--- src/rtl/mem_bus_arbiter.sv ---
// Two-requester arbiter for the single-ported data-memory bus (CPU and DMA).
// Fixed CPU priority with a starvation cap: after MAX_BURST consecutive CPU
// grants while DMA is pending, DMA is forced in. Accesses run IDLE -> ACCESS
// (-> WAIT for READ_LATENCY cycles on reads) -> IDLE with a one-cycle ack.
// Optional per-requester wait counters are built when MEM_ARB_STATS_EN is defined.
module mem_bus_arbiter #(
  parameter int unsigned ADDR_W       = 8,
  parameter int unsigned DATA_W       = 8,
  parameter int unsigned READ_LATENCY = 0,
  parameter int unsigned MAX_BURST    = 4
) (
  input  logic              clk,
  input  logic              reset,
  input  logic              cpu_req,
  input  logic              cpu_we,
  input  logic [ADDR_W-1:0] cpu_addr,
  input  logic [DATA_W-1:0] cpu_wdata,
  output logic              cpu_ack,
  output logic [DATA_W-1:0] cpu_rdata,
  input  logic              dma_req,
  input  logic              dma_we,
  input  logic [ADDR_W-1:0] dma_addr,
  input  logic [DATA_W-1:0] dma_wdata,
  output logic              dma_ack,
  output logic [DATA_W-1:0] dma_rdata,
  output logic              mem_we,
  output logic [ADDR_W-1:0] mem_addr,
  output logic [DATA_W-1:0] mem_wdata,
  input  logic [DATA_W-1:0] mem_rdata,
  output logic              busy,
  output logic              owner
`ifdef MEM_ARB_STATS_EN
  ,
  output logic [7:0]        cpu_wait_cnt,
  output logic [7:0]        dma_wait_cnt
`endif
);

  localparam logic [3:0] MaxBurst = 4'(MAX_BURST);
  localparam logic [1:0] RdLat    = 2'(READ_LATENCY);

  typedef enum logic [1:0] {StIdle, StAccess, StWait} state_e;

  state_e              state_q;
  logic                cmd_we_q;
  logic                owner_q;
  logic [3:0]          streak_q;
  logic [1:0]          wait_q;
  logic                cpu_ack_q, dma_ack_q, mem_we_q;
  logic [ADDR_W-1:0]   mem_addr_q;
  logic [DATA_W-1:0]   mem_wdata_q;
  logic [DATA_W-1:0]   cpu_rdata_q, dma_rdata_q;

  logic                grant, dma_wins, win_we, rd_done;
  logic [ADDR_W-1:0]   win_addr;
  logic [DATA_W-1:0]   win_wdata;

  // Winner selection: DMA only when CPU is idle or the CPU streak hit the cap.
  always_comb begin
    grant     = cpu_req | dma_req;
    dma_wins  = dma_req & (~cpu_req | (streak_q == MaxBurst));
    win_we    = dma_wins ? dma_we    : cpu_we;
    win_addr  = dma_wins ? dma_addr  : cpu_addr;
    win_wdata = dma_wins ? dma_wdata : cpu_wdata;
    rd_done   = (cpu_ack_q | dma_ack_q) & ~cmd_we_q;
  end

  // Main FSM with registered acks, strobe and memory command.
  always_ff @(posedge clk or negedge reset) begin
    if (!reset) begin
      state_q     <= StIdle;
      cmd_we_q    <= 1'b0;
      owner_q     <= 1'b0;
      streak_q    <= 4'd0;
      wait_q      <= 2'd0;
      cpu_ack_q   <= 1'b0;
      dma_ack_q   <= 1'b0;
      mem_we_q    <= 1'b0;
      mem_addr_q  <= '0;
      mem_wdata_q <= '0;
      cpu_rdata_q <= '0;
      dma_rdata_q <= '0;
    end else begin
      cpu_ack_q <= 1'b0;
      dma_ack_q <= 1'b0;
      mem_we_q  <= 1'b0;
      // Read data is live on mem_rdata during the ack cycle; keep a copy after.
      if (rd_done) begin
        if (owner_q) dma_rdata_q <= mem_rdata;
        else         cpu_rdata_q <= mem_rdata;
      end
      unique case (state_q)
        StIdle: begin
          if (grant) begin
            owner_q     <= dma_wins;
            cmd_we_q    <= win_we;
            mem_addr_q  <= win_addr;
            mem_wdata_q <= win_wdata;
            mem_we_q    <= win_we;
            if (win_we || (RdLat == 2'd0)) begin
              cpu_ack_q <= ~dma_wins;
              dma_ack_q <= dma_wins;
            end
            if (dma_wins || !dma_req) streak_q <= 4'd0;
            else if (streak_q != MaxBurst) streak_q <= streak_q + 4'd1;
            state_q <= StAccess;
          end
        end
        StAccess: begin
          if (cmd_we_q || (RdLat == 2'd0)) begin
            state_q <= StIdle;
          end else begin
            state_q <= StWait;
            wait_q  <= 2'd1;
            if (RdLat == 2'd1) begin
              cpu_ack_q <= ~owner_q;
              dma_ack_q <= owner_q;
            end
          end
        end
        StWait: begin
          if (wait_q == RdLat) begin
            state_q <= StIdle;
          end else begin
            wait_q <= wait_q + 2'd1;
            if ((wait_q + 2'd1) == RdLat) begin
              cpu_ack_q <= ~owner_q;
              dma_ack_q <= owner_q;
            end
          end
        end
        default: state_q <= StIdle;
      endcase
    end
  end

`ifdef MEM_ARB_STATS_EN
  logic [7:0] cpu_wait_q, dma_wait_q;

  // Saturating counts of cycles spent requesting without an ack.
  always_ff @(posedge clk or negedge reset) begin
    if (!reset) begin
      cpu_wait_q <= 8'd0;
      dma_wait_q <= 8'd0;
    end else begin
      if (cpu_req && !cpu_ack_q && (cpu_wait_q != 8'hFF)) cpu_wait_q <= cpu_wait_q + 8'd1;
      if (dma_req && !dma_ack_q && (dma_wait_q != 8'hFF)) dma_wait_q <= dma_wait_q + 8'd1;
    end
  end

  assign cpu_wait_cnt = cpu_wait_q;
  assign dma_wait_cnt = dma_wait_q;
`endif

  assign cpu_ack   = cpu_ack_q;
  assign dma_ack   = dma_ack_q;
  assign cpu_rdata = (cpu_ack_q && !cmd_we_q) ? mem_rdata : cpu_rdata_q;
  assign dma_rdata = (dma_ack_q && !cmd_we_q) ? mem_rdata : dma_rdata_q;
  assign mem_we    = mem_we_q;
  assign mem_addr  = mem_addr_q;
  assign mem_wdata = mem_wdata_q;
  assign busy      = (state_q != StIdle);
  assign owner     = owner_q;

endmodule

--- config.mk ---
export PLATFORM = sky130hd
export DESIGN_NAME = mem_bus_arbiter
export DESIGN_NICKNAME = d
export VERILOG_FILES = /design/src/rtl/mem_bus_arbiter.sv
export SDC_FILE = /design/constraint.sdc
export NUM_CORES = 1
export LEC_CHECK = 0
export BUFFER_PORTS_ARGS = -buffer_cell sky130_fd_sc_hd__buf_2
export CAP_MARGIN = 20
export CORE_ASPECT_RATIO = 1.2
export CORE_MARGIN = 8
export CORE_UTILIZATION = 51
export CTS_CLUSTER_DIAMETER = 40
export DETAILED_ROUTE_END_ITERATION = 10
export GPL_ROUTABILITY_DRIVEN = 0
export GPL_TIMING_DRIVEN = 1
export PLACE_DENSITY = 0.85
export RECOVER_POWER = 100
export SLEW_MARGIN = 10
export SYNTH_ARGS = -nofsm -noshare
export SYNTH_HDL_FRONTEND = slang
export SYNTH_SLANG_ARGS = --single-unit
--- constraint.sdc ---
create_clock -name clk -period 3.8 [get_ports clk]
set_clock_uncertainty 0.15 [all_clocks]
set_input_delay 0.57 -clock clk [delete_from_list [all_inputs] [get_ports clk]]
set_output_delay 0.57 -clock clk [all_outputs]
set_load 0.005 [all_outputs]
==> metrics.md <==
| Metric | Value |
|---|---|
| Nets | 281 |
| Later-pin clock latency in the skew report | 0.29 ns |
| Worst slew pin tran | 2.140 ns |
| Max Clk Rate | 372.6 MHz |
| Row Count | 25 |
| DIE HEIGHT | 84.55 um |
| Setup Fix Bufs, Post-CTS | 0 |
| First-pass GRT wire length | 7659 um |
| Switching part of the total power | 27.55% |
| Design Area, Final | 2471 um^2 |
| Count of final hold-check violations | 0 |
| Pwr dens | 565.1 nW/um^2 |
| Outcome | finished, violations left |
| Core area | 3847 um^2 |
| #FFs+latches synth | 42 |
| Setup violators final | 0 |
| Combinational share of power | 30.3% |
| Required time of the worst setup path | 3.88 ns |
| WP data arrival | 2.76 ns |
| Commonest non-fill, non-tap cells in the layout | 51 x buf_2, 42 x dfrtp_1, 35 x clkbuf_1 |
| DRC | 0 |
| Syn avg cell area | 13.14 um^2 |
| Gate Count Post-Synth | 152 |
| Layout cells sized above 1 | 43.16% |
| Reg-to-reg critical path endpoint | mem_addr[0] |
| Maximum VDD drop | 0.2423 mV |
| Area delta synth->final | 23.75% |
| Post-CTS Resized | 0 |
| Worst hold path type | reg2reg |
| Leakage Power | 1.141 nW |
| Period utilisation layout | 70.63% |
| Slew margin rel. | -42.69% |
| DPL Wire Length | 3494 um |
| Final setup TNS | 0 ns |
| MaxCap Viol Count | 1 |
| CTS tree | yes |
| DRT antenna net count | 0 |
| P_int | 1.012 mW |
| Total die area | 6182 um^2 |
| Vias per inst | 5.278 |
| R2R Setup Slk | 1.12 ns |
| Clock power frac | 24.3% |
| Gr ovfl total | 0 |
| Tmin final | 2.684 ns |
| Worst Setup EP | mem_addr[0] |
| Setup WS post-layout | 1.116 ns |
| DR WL/cell | 16.00 um |
| Seq/Total Area, Yosys | 52.63% |
| Sink Count | 42 |
| Clock transition at path regs | 0.08 ns |
| Critical Path Source | streak_q[0] |
| Unrepaired setup endpoints after global routing | no |
| Psw | 0.3846 mW |
| CTS buffer count | 5 |
| Reg2reg start | streak_q[0] |
| All-Layer GR Usage | 15.70% |
| Antenna violations before repair | 0 |
| Post-synth design cell area | 1997 um^2 |
| N_diodes | 0 |
| Yosys warns | 0 |
| Via count | 1,520 |
| Pre-CTS setup slack | 1.483 ns |
| CTS Root Cell | clkbuf_8 |
| Fin. max-slew vios | 43 |
| Largest net degree at the start of global routing | 43 |
| First drt pass iteration count | 4 |
| Most common cell after layout, fill and taps aside | buf_2 |
| FF-to-FF path depth | 6 |
| Crit path max fanout | 13 |
| H-tree levels | 2 |
| PortBufs | 82 |
| Sequential Power Share | 45.4% |
| CP startpoint kind | register |
| Fillers | 347 |
| Netlist cell types | 29 |
| Chip width | 73.12 um |
| Most used DFF post-synth | dfrtp_1 |
| Async SR Flop Fraction | 100.0% |
| WL final | 4609 um |
| Synthesized Nets | 200 |
| Failing checks | capacitance limit, slew limit |
| CTS Hold Bufs | 0 |
| Number of synthesized flops with an enable pin | 0 |
| Initial Util | 51.90% |
| 1st-iter DRT viols | 50 |
| Crit. End Element | register |
| WS Path Type | reg2reg |
| Number of global-route vias before repair | 1,660 |
| Clock Path Buffers | 2 |
| DP Area | 2429 um^2 |
| # IOs | 83 |
[cell usage after synthesis (2+ instances only)]
cell	count	share of area, %
nand3_1	2	0.50
dfrtp_1	42	53
mux2_2	32	18
buf_2	4	1.0
and2_1	17	5.3
inv_1	7	1.3
a221o_1	8	4.0
a221o_2	9	5.1
nand4_1	5	1.6
ha_1	2	1.3
o21ai_0	3	0.75
clkbuf_1	4	0.75
[power by group through the flow]
stage | Combinational [mW] | Sequential, mW | Clock [mW]
after floorplan | 0.269 | 0.629 | 0
after global routing | 0.469 | 0.652 | 0.370
after CTS | 0.457 | 0.634 | 0.349
after detailed placement | 0.455 | 0.641 | 0
after global placement | 0.442 | 0.635 | 0
final | 0.423 | 0.634 | 0.339
[metal layers]
metal / wire length, um / vias up / GRT usage, %
met5: 0 / - / 0
met4: 45 / 0 / 5.109
met3: 424 / 4 / 7.032
met2: 2192 / 68 / 25.75
met1: 1947 / 722 / 17.48
li1: - / 726 / -
[how the worst min path moves through the flow]
stage,from,endpoint,slack [ns],depth (start not counted)
after floorplan,reset,cmd_we_q,0.12,0
after global placement,cpu_rdata_q[6],cpu_rdata_q[6],0.33,1
after detailed placement,dma_rdata_q[5],dma_rdata_q[5],0.34,1
after CTS,reset,mem_we,0.28,1
after global routing,cpu_wdata[0],mem_wdata[0],0.34,2
final,dma_rdata_q[3],dma_rdata_q[3],0.36,1
[kinds of logic after synthesis]
kind of cell    after synthesis  synth area share (%)
compound gates               26                 12.41
fa+ha+maj                     2                 1.253
buf+inv                      17                 4.386
flops                        42                 52.63
mux                          32                 18.05
simple gates                 33                 11.28
[metrics by stage]
stage,instances,hold slack [ns],util (%),total power [mW]
after global placement,280,0.3335,63.12,1.077
after detailed placement,280,0.3401,63.12,1.096
after global routing,288,0.3435,64.23,1.491
final,288,0.3566,64.23,1.396
after floorplan,152,0.1244,-,0.8988
after CTS,288,0.2807,65.89,1.441
[sequential cells by signal (all words and copies together), names as in the netlist]
signal,count
mem_addr,8
cpu_ack,1
owner,1
mem_wdata,8
state_q,1
streak_q,4
cpu_rdata_q,8
dma_ack,1
dma_rdata_q,8
mem_we,1
cmd_we_q,1
[final cells by class]
| class | instances | area (um^2) | area share, % |
|---|---|---|---|
| flip-flops and latches | 42 | 1051 | 42.53 |
| multi-input cells | 93 | 840.8 | 34.03 |
| repair buffers | 84 | 379.1 | 15.34 |
| clock buffers | 7 | 76.32 | 3.089 |
| well taps | 54 | 67.56 | 2.734 |
| clock inverters | 1 | 30.03 | 1.215 |
| inverters | 7 | 26.28 | 1.063 |
[critical path: stages, from the launching register on]
cell and delay (ns):
dfrtp_1 0.42, inv_1 0.11, ha_1 0.16, nand3b_1 0.19, a21boi_0 0.80, clkbuf_1 0.53, a221o_2 0.26
No activity file was read; power rests on OpenSTA's default activity.
